==> config.mk <==
export PLATFORM = sky130hd
export DESIGN_NAME = dmem_arbiter_flat
export DESIGN_NICKNAME = d
export VERILOG_FILES = /design/src/rtl/dmem_pkg.sv /design/src/rtl/dmem_arbiter_if.sv /design/src/rtl/dmem_arbiter_rr_arb2.sv /design/src/rtl/dmem_arbiter.sv /design/src/flat_wrapper.sv
export SDC_FILE = /design/constraint.sdc
export NUM_CORES = 1
export LEC_CHECK = 0
export CORE_UTILIZATION = 40
export DETAILED_ROUTE_END_ITERATION = 12
export GPL_TIMING_DRIVEN = 0
export PLACE_DENSITY = 0.73
export SYNTH_ARGS = -nofsm -noshare
export SYNTH_HDL_FRONTEND = slang
export SYNTH_SLANG_ARGS = --single-unit
==> constraint.sdc <==
create_clock -name clk -period 2.6 [get_ports clk]
set_input_delay 0.52 -clock clk [delete_from_list [all_inputs] [get_ports clk]]
set_output_delay 0.52 -clock clk [all_outputs]
set_load 0.01 [all_outputs]
==> src/rtl/dmem_pkg.sv <==
// dmem_pkg: shared state encoding, widths and port indices for the data-memory arbiter
package dmem_pkg;
  localparam int ADDR_W = 10;
  localparam int DATA_W = 16;
  localparam int BYTE_W = 8;
  localparam int P_CPU = 0;
  localparam int P_LDR = 1;
  typedef enum logic [1:0] {IDLE = 2'd0, LO = 2'd1, HI = 2'd2, DONE = 2'd3} state_e;
endpackage

==> src/rtl/dmem_arbiter_if.sv <==
// dmem_arbiter_if: requester side (req/we/adr/wdata -> done/rdata/stall) and byte-memory side of the arbiter
interface dmem_arbiter_if #(
  parameter int ADDR_W = dmem_pkg::ADDR_W,
  parameter int DATA_W = dmem_pkg::DATA_W
);
  logic [1:0] req, we, done;
  logic [ADDR_W-1:0] adr0, adr1, mem_adr;
  logic [DATA_W-1:0] wdata0, wdata1, rdata, mem_wdata, mem_rdata;
  logic stall, mem_read, mem_write;
  modport slave (
    input req, we, adr0, adr1, wdata0, wdata1, mem_rdata,
    output done, rdata, stall, mem_read, mem_write, mem_adr, mem_wdata
  );
  modport master (
    output req, we, adr0, adr1, wdata0, wdata1, mem_rdata,
    input done, rdata, stall, mem_read, mem_write, mem_adr, mem_wdata
  );
endinterface

==> src/rtl/dmem_arbiter_rr_arb2.sv <==
// rr_arb2: two-way arbiter; ports req_i (requests), en_i (commit grant), gnt_o (winning index)
module rr_arb2 #(
  parameter bit RR_EN = 1'b1
) (
  input  logic       clk,
  input  logic       rst_n,
  input  logic [1:0] req_i,
  input  logic       en_i,
  output logic       gnt_o
);
  logic last_q, last_d;
  always_comb gnt_o = &req_i ? (RR_EN ? ~last_q : 1'b0) : req_i[1];
  always_comb last_d = en_i ? gnt_o : last_q;
  always_ff @(posedge clk or negedge rst_n)
    if (!rst_n) last_q <= 1'b1;
    else last_q <= last_d;
endmodule

==> src/rtl/dmem_arbiter.sv <==
// dmem_arbiter: shares a byte-wide data memory between two 16-bit requesters, low byte then high byte
// ports: clk, rst_n (async, active low), bus_if.slave (req/we/adr0/adr1/wdata0/wdata1 in,
//        done/rdata/stall out, mem_read/mem_write/mem_adr/mem_wdata out, mem_rdata in)
module dmem_arbiter
  import dmem_pkg::*;
#(
  parameter int ADDR_W = dmem_pkg::ADDR_W,
  parameter int DATA_W = dmem_pkg::DATA_W,
  parameter int BYTE_W = dmem_pkg::BYTE_W,
  parameter bit RR_EN = 1'b1
) (
  input logic clk,
  input logic rst_n,
  dmem_arbiter_if.slave bus_if
);
  state_e state_q;
  logic sel_q, op_q, gnt, act, hi, unused_hi;
  logic [ADDR_W-1:0] a_q;
  logic [DATA_W-1:0] wd_q, rdata_q;
  logic [BYTE_W-1:0] lo_q;
  logic [1:0] done_q;
  rr_arb2 #(.RR_EN(RR_EN)) u_arb (
    .clk(clk),
    .rst_n(rst_n),
    .req_i(bus_if.req),
    .en_i(state_q == IDLE && |bus_if.req),
    .gnt_o(gnt)
  );
  always_ff @(posedge clk or negedge rst_n)
    if (!rst_n) begin
      state_q <= IDLE;
      sel_q <= 1'b0;
      op_q <= 1'b0;
      a_q <= '0;
      wd_q <= '0;
      lo_q <= '0;
      rdata_q <= '0;
      done_q <= '0;
    end else begin
      done_q <= '0;
      case (state_q)
        IDLE: if (|bus_if.req) begin
          sel_q <= gnt;
          op_q <= bus_if.we[gnt];
          a_q <= gnt ? bus_if.adr1 : bus_if.adr0;
          wd_q <= gnt ? bus_if.wdata1 : bus_if.wdata0;
          state_q <= LO;
        end
        LO: begin
          if (!op_q) lo_q <= bus_if.mem_rdata[BYTE_W-1:0];
          state_q <= HI;
        end
        HI: begin
          if (!op_q) rdata_q <= {bus_if.mem_rdata[BYTE_W-1:0], lo_q};
          done_q <= sel_q ? 2'b10 : 2'b01;
          state_q <= DONE;
        end
        default: state_q <= IDLE;
      endcase
    end
  // memory strobes are pure decodes of the state, so an async reset drops them at once
  assign act = state_q == LO || state_q == HI;
  assign hi = state_q == HI;
  assign bus_if.mem_read = act & ~op_q;
  assign bus_if.mem_write = act & op_q;
  assign bus_if.mem_adr = act ? a_q + ADDR_W'(hi) : '0;
  assign bus_if.mem_wdata = act ? DATA_W'(hi ? wd_q[DATA_W-1:BYTE_W] : wd_q[BYTE_W-1:0]) : '0;
  assign bus_if.done = done_q;
  assign bus_if.rdata = rdata_q;
  assign bus_if.stall = bus_if.req[P_CPU] & ~done_q[P_CPU];
  assign unused_hi = ^bus_if.mem_rdata[DATA_W-1:BYTE_W];
endmodule
==> src/flat_wrapper.sv <==
// flat-port wrapper written by rule: the top's interface ports become plain ports
module dmem_arbiter_flat import dmem_pkg::*;
#(
  parameter int ADDR_W = dmem_pkg::ADDR_W,
  parameter int DATA_W = dmem_pkg::DATA_W,
  parameter int BYTE_W = dmem_pkg::BYTE_W,
  parameter bit RR_EN = 1'b1
)
  (clk, rst_n, bus_if_req, bus_if_we, bus_if_adr0, bus_if_adr1, bus_if_wdata0, bus_if_wdata1, bus_if_mem_rdata, bus_if_done, bus_if_rdata, bus_if_stall, bus_if_mem_read, bus_if_mem_write, bus_if_mem_adr, bus_if_mem_wdata);
  dmem_arbiter_if #(.ADDR_W(ADDR_W), .DATA_W(DATA_W)) bus_if_i ();
  input logic clk;
  input logic rst_n;
  input wire logic [$bits(bus_if_i.req)-1:0] bus_if_req;
  input wire logic [$bits(bus_if_i.we)-1:0] bus_if_we;
  input wire logic [$bits(bus_if_i.adr0)-1:0] bus_if_adr0;
  input wire logic [$bits(bus_if_i.adr1)-1:0] bus_if_adr1;
  input wire logic [$bits(bus_if_i.wdata0)-1:0] bus_if_wdata0;
  input wire logic [$bits(bus_if_i.wdata1)-1:0] bus_if_wdata1;
  input wire logic [$bits(bus_if_i.mem_rdata)-1:0] bus_if_mem_rdata;
  output wire logic [$bits(bus_if_i.done)-1:0] bus_if_done;
  output wire logic [$bits(bus_if_i.rdata)-1:0] bus_if_rdata;
  output wire logic [$bits(bus_if_i.stall)-1:0] bus_if_stall;
  output wire logic [$bits(bus_if_i.mem_read)-1:0] bus_if_mem_read;
  output wire logic [$bits(bus_if_i.mem_write)-1:0] bus_if_mem_write;
  output wire logic [$bits(bus_if_i.mem_adr)-1:0] bus_if_mem_adr;
  output wire logic [$bits(bus_if_i.mem_wdata)-1:0] bus_if_mem_wdata;
  assign bus_if_i.req = bus_if_req;
  assign bus_if_i.we = bus_if_we;
  assign bus_if_i.adr0 = bus_if_adr0;
  assign bus_if_i.adr1 = bus_if_adr1;
  assign bus_if_i.wdata0 = bus_if_wdata0;
  assign bus_if_i.wdata1 = bus_if_wdata1;
  assign bus_if_i.mem_rdata = bus_if_mem_rdata;
  assign bus_if_done = bus_if_i.done;
  assign bus_if_rdata = bus_if_i.rdata;
  assign bus_if_stall = bus_if_i.stall;
  assign bus_if_mem_read = bus_if_i.mem_read;
  assign bus_if_mem_write = bus_if_i.mem_write;
  assign bus_if_mem_adr = bus_if_i.mem_adr;
  assign bus_if_mem_wdata = bus_if_i.mem_wdata;
  dmem_arbiter #(.ADDR_W(ADDR_W), .DATA_W(DATA_W), .BYTE_W(BYTE_W), .RR_EN(RR_EN)) u_core (.clk(clk), .rst_n(rst_n), .bus_if(bus_if_i));
endmodule
# [After elaboration in Yosys (flattened, before gate mapping)]
# Cells that the tools add are included.
[word_totals] inputBits=74 wordCells=40 reg_bits=57 output_inout_bits=47
[op_classes] magnitude_cmp=1 n_addsub=1 mux=12 n_eq_ne=3 bitwise_logic=6 reduce_logical=8
[ops] op="$mux W16" n=2
[ops] op="$mux W10" n=2
[ops] op="$add A10 B1 Y10" n=1
[ops] op="$mux W8" n=1
[ops] op="$reduce_and A2 Y1" n=4
[ops] op="$mux W2" n=3
[ops] op="$pmux W2 S3" n=1
[ops] op="$and A1 B1 Y1" n=3
[ops] op="$mux W1" n=3
[ops] op="$not A1 Y1" n=3
[ops] op="$eq A2 B1 Y1 const B" n=1
[ops] op="$eq A2 B2 Y1 const B" n=1
[ops] op="$logic_not A2 Y1" n=1
[ops] op="$lt A1 B2 Y1 const B" n=1
[ops] op="$ne A2 B2 Y1 const B" n=1
[ops] op="$reduce_or A2 Y1" n=1
[ops] op="$logic_and A1 B1 Y1" n=1
[ops] op="$logic_or A1 B1 Y1" n=1

# [Depth between registers and ports, before layout]
[logic_depth] word_depth=4 mapped_depth=7

# [By module]
# From an unflattened synthesis, not the netlist that was laid out.
[unflattened] hier_cells=261 area_unflattened_um2=2857.7
[by_module_without_submodules] module="dmem_arbiter" n_inst=1 cells_each=258 area_each_um2=2805.2
[by_module_without_submodules] module="rr_arb2" n_inst=1 cells_each=3 area_each_um2=52.6

# [Worst setup path before layout]
# Ideal clock, no wire load.
[synth_timing] path_type="reg2out" from="register u_core.state_q[0]" to="output port bus_if_mem_adr[8]" required_time_ns=2.080 slack_ns=0.425 arrival_ns=1.655 stages_incl_launch_ff=8 n_path_buf=0 path_cell_list="dfrtp_1 -> inv_1 -> ha_1 -> ha_1 -> ha_1 -> nand4_1 -> or3_1 -> a21oi_1"
[synth_between] elab_chain_len=3 word_cells_on_any_way=5 classes_between="add/sub: 1; eq/ne: 2; mux: 1; reduce/logical: 1"
[synth_rtl] item="start, declared" line="dmem_arbiter.sv:16" source="state_e state_q;"
[synth_rtl] item="start signal, assigned" line="dmem_arbiter.sv:31" source="state_q <= IDLE;"
[synth_rtl] item="start signal, assigned" line="dmem_arbiter.sv:47" source="state_q <= LO;"
[synth_rtl] item="start signal, assigned" line="dmem_arbiter.sv:51" source="state_q <= HI;"
[synth_rtl] item="$eq A2 B2 Y1 or $eq A2 B1 Y1 (tied branches)" line="dmem_arbiter.sv:62, dmem_arbiter.sv:63"
[synth_rtl] item="$add A10 B1 Y10 or $logic_or A1 B1 Y1 (tied branches)" line="dmem_arbiter.sv:66, dmem_arbiter.sv:62"
[synth_rtl] item="$mux W10 *" line="dmem_arbiter.sv:66" source="assign bus_if.mem_adr = act ? a_q + ADDR_W'(hi) : '0;"
[synth_rtl] item="end, declared" line="flat_wrapper.sv:25" source="output wire logic [$bits(bus_if_i.mem_adr)-1:0] bus_if_mem_adr;"
# Mark *: on every way between the ends. The rest lies on a longest branch, timed or not.

# [Final worst setup path]
# Same ends and word-level chain as after synthesis.

==> results.json <==
{
  "skew_ns": 0.00394,
  "worstPathArrival_ns": 2.04,
  "startpoint_type": "flop",
  "grt_first_pass_wirelength_um": 10700,
  "clk_root_buffer_cell": "clkbuf_8",
  "required_ns": 2.08,
  "cts_made_buffers": 9,
  "path_clk_slew_ns": 0.06,
  "clkLatencyLatePin_ns": 0.33,
  "rrSetupSlack_ns": 0.88,
  "num_antenna_cells": 0,
  "place_hpwl_um": 4920,
  "die_area_um2": 7530,
  "layout.cells.most_common": "clkdlybuf4s50_1",
  "finalHoldViolCount": 0,
  "maxCapViolations": 0,
  "endpoint_kind": "output pin",
  "setup-violations-final": 0,
  "final_max_slew_viol_count": 0,
  "critical_path_class": "reg2out",
  "antenna_left": 0,
  "power_leakage_uw": 0.00199,
  "worst_pin_slew_ns": 0.641,
  "overflow": 0,
  "synth_area_per_cell_um2": 11.1,
  "hold_class": "in2async",
  "drt-vias-per-instance": 4.82,
  "fin_crit_sh_pct": 98.6,
  "clockBufferDepth": 2,
  "yosysWarnings": 0,
  "drive_gt1_share_pct": 20.9,
  "io_pins": 121,
  "r2r_end": "u_core.wd_q[13]",
  "powerDensity_nw_per_um2": 1150,
  "synth-seq-cells": 57,
  "drt-pass1-iter-count": 5,
  "port_buffers": 104,
  "finish.utilization_pct": 63.4,
  "grt_pass1_vias": 2335,
  "clock_sinks": 57,
  "relSlewSlack_pct": 57.3,
  "crit_fanout": 4,
  "netlist_instances": 260,
  "r2r-start": "u_core.state_q[1]",
  "grt_max_degree": 32,
  "core_um2": 6870,
  "finalNetCount": 468,
  "dr_total_vias": 2355,
  "rsz0062_at_grt": "yes",
  "drc": 0,
  "drt_iter0_drc": 45,
  "antenna_found_initial": 0,
  "seq_area_frac_synth_pct": 49.6,
  "area_delta_synth_final_pct": 51.3,
  "rows": 30,
  "synth_area_um2": 2880,
  "die_height_um": 86.8,
  "total_power_uw": 4990,
  "fmax_mhz": 390,
  "ir_drop_uv": 432,
  "fin_hold_ws_ns": 0.209,
  "status": "finished, final reports clean",
  "initial_core_util_pct": 41.9,
  "routedWlPerCell_um": 13.2,
  "layout_common_cells": "clkdlybuf4s50_1 (85), dfrtp_1 (56), mux2i_1 (38), nand2_1 (31), mux2_2 (24)",
  "reg2regPathDepth": 6,
  "routed_wl_um": 6480,
  "ys_types": 35,
  "final_cells": 489,
  "period_needed_ns": 2.56,
  "place.gp.congestion": 0.744,
  "cts_tree": "done",
  "dp.cells": 468,
  "setup_tns_ns": 0,
  "die_w_um": 86.8,
  "grtUsageTotal_pct": 18.8,
  "h-tree-depth": 3
}
[final cells by class]
class                   instances  area (um2)
flip-flops and latches         57        1430
well taps                      96         120
clock buffers                  14         163
clock inverters                 2        12.5
inverters                       5        22.5
fillers                       593        2520
repair buffers                111        1070
plain buffers                  21         166
multi-input cells             183        1370
[worst max path at each step]
stage / start / endpoint / slack, ns
finish: u_core.state_q[0] / bus_if_mem_adr[8] / 0.04
global route: u_core.state_q[0] / bus_if_mem_adr[8] / -0.1
CTS: u_core.state_q[0] / bus_if_mem_adr[8] / -0.004
detailed placement: u_core.state_q[0] / bus_if_mem_adr[8] / -0.21
global placement: rst_n / u_core.wd_q[10] / -0.75
floorplan: u_core.state_q[0] / bus_if_mem_adr[8] / 0.42
[flip-flops by register name, indices dropped and copies added (netlist names), 2 cells and up]
name / cells
u_core.a_q: 10
u_core.state_q: 2
u_core.wd_q: 16
u_core.bus_if.done: 2
u_core.lo_q: 8
u_core.bus_if.rdata: 16
[kinds of logic (layout without fill, tap and decap cells)]
group	after synthesis	count (layout)	synth area share, %
multiplexers	62	62	22.6
flip-flops	57	57	49.6
AO/OA/AOI/OAI	39	39	7.44
XOR/XNOR	3	3	0.914
buffers and inverters	27	153	6.26
adder cells (fa/ha/maj)	6	6	2.61
other	1	8	0.130
AND/OR/NAND/NOR	65	65	10.4
[report_power, final]
part	total (uW)	internal [uW]	switching [uW]
Combinational	2610	1400	1210
Sequential	1640	1340	300
Clock	735	397	338
[per-layer routing]
layer / up-vias / global-route usage [%] / routed length, um
li1: 1137 / - / -
met1: 1111 / 22.5 / 2660
met2: 99 / 31.5 / 3270
met3: 8 / 6.76 / 495
met4: 0 / 5.91 / 53
met5: - / 0 / 0
[cells in the mapped netlist (all sizes together)]
cell / count / area (um2)
buf: 16 / 139
a22o: 1 / 8.76
nor2: 14 / 52.6
o31ai: 1 / 7.51
mux2: 24 / 270
a21oi: 4 / 20.0
ha: 6 / 75.1
nor4: 1 / 6.26
dfstp: 1 / 26.3
inv: 5 / 18.8
a31oi: 2 / 12.5
and2: 4 / 25.0
nand2: 31 / 116
nor2b: 3 / 18.8
dfrtp: 56 / 1400
or3: 2 / 12.5
mux2i: 38 / 380
o21ai: 30 / 154
a21boi: 1 / 11.3
conb: 1 / 3.75
and3: 1 / 7.51
nand2b: 3 / 18.8
xor2: 1 / 8.76
clkbuf: 6 / 22.5
nand3: 3 / 15.0
xnor2: 2 / 17.5
or4: 1 / 7.51
nand4: 2 / 18.8
[stage by stage]
step	setup WS, ns	instance area, um2
final	0.0354	4350
after global routing	-0.0976	4350
after detailed placement	-0.208	4080
after global placement	-0.752	4060
after CTS	-0.00381	4340
after floorplan	0.425	2900
[worst max-delay path, cell delays in order (launching register included)]
cell,delay [ns]
dfrtp_1,0.39
inv_2,0.11
ha_4,0.17
ha_1,0.16
ha_2,0.19
nand4_1,0.10
or3_1,0.32
a21oi_1,0.13
buf_2,0.15
[what timing repair did]
| action | CTS | global route |
|---|---|---|
| hold endpoints to repair | 0 | 0 |
| gates resized for setup | 38 | 13 |
| hold buffers | 0 | 0 |
| pin swaps | 4 | 0 |
| setup buffers | 5 | 1 |
| cloned | 0 | 0 |
| endpoints found under the setup margin | 18 | 10 |
No activity file was read; power rests on OpenSTA's default activity.
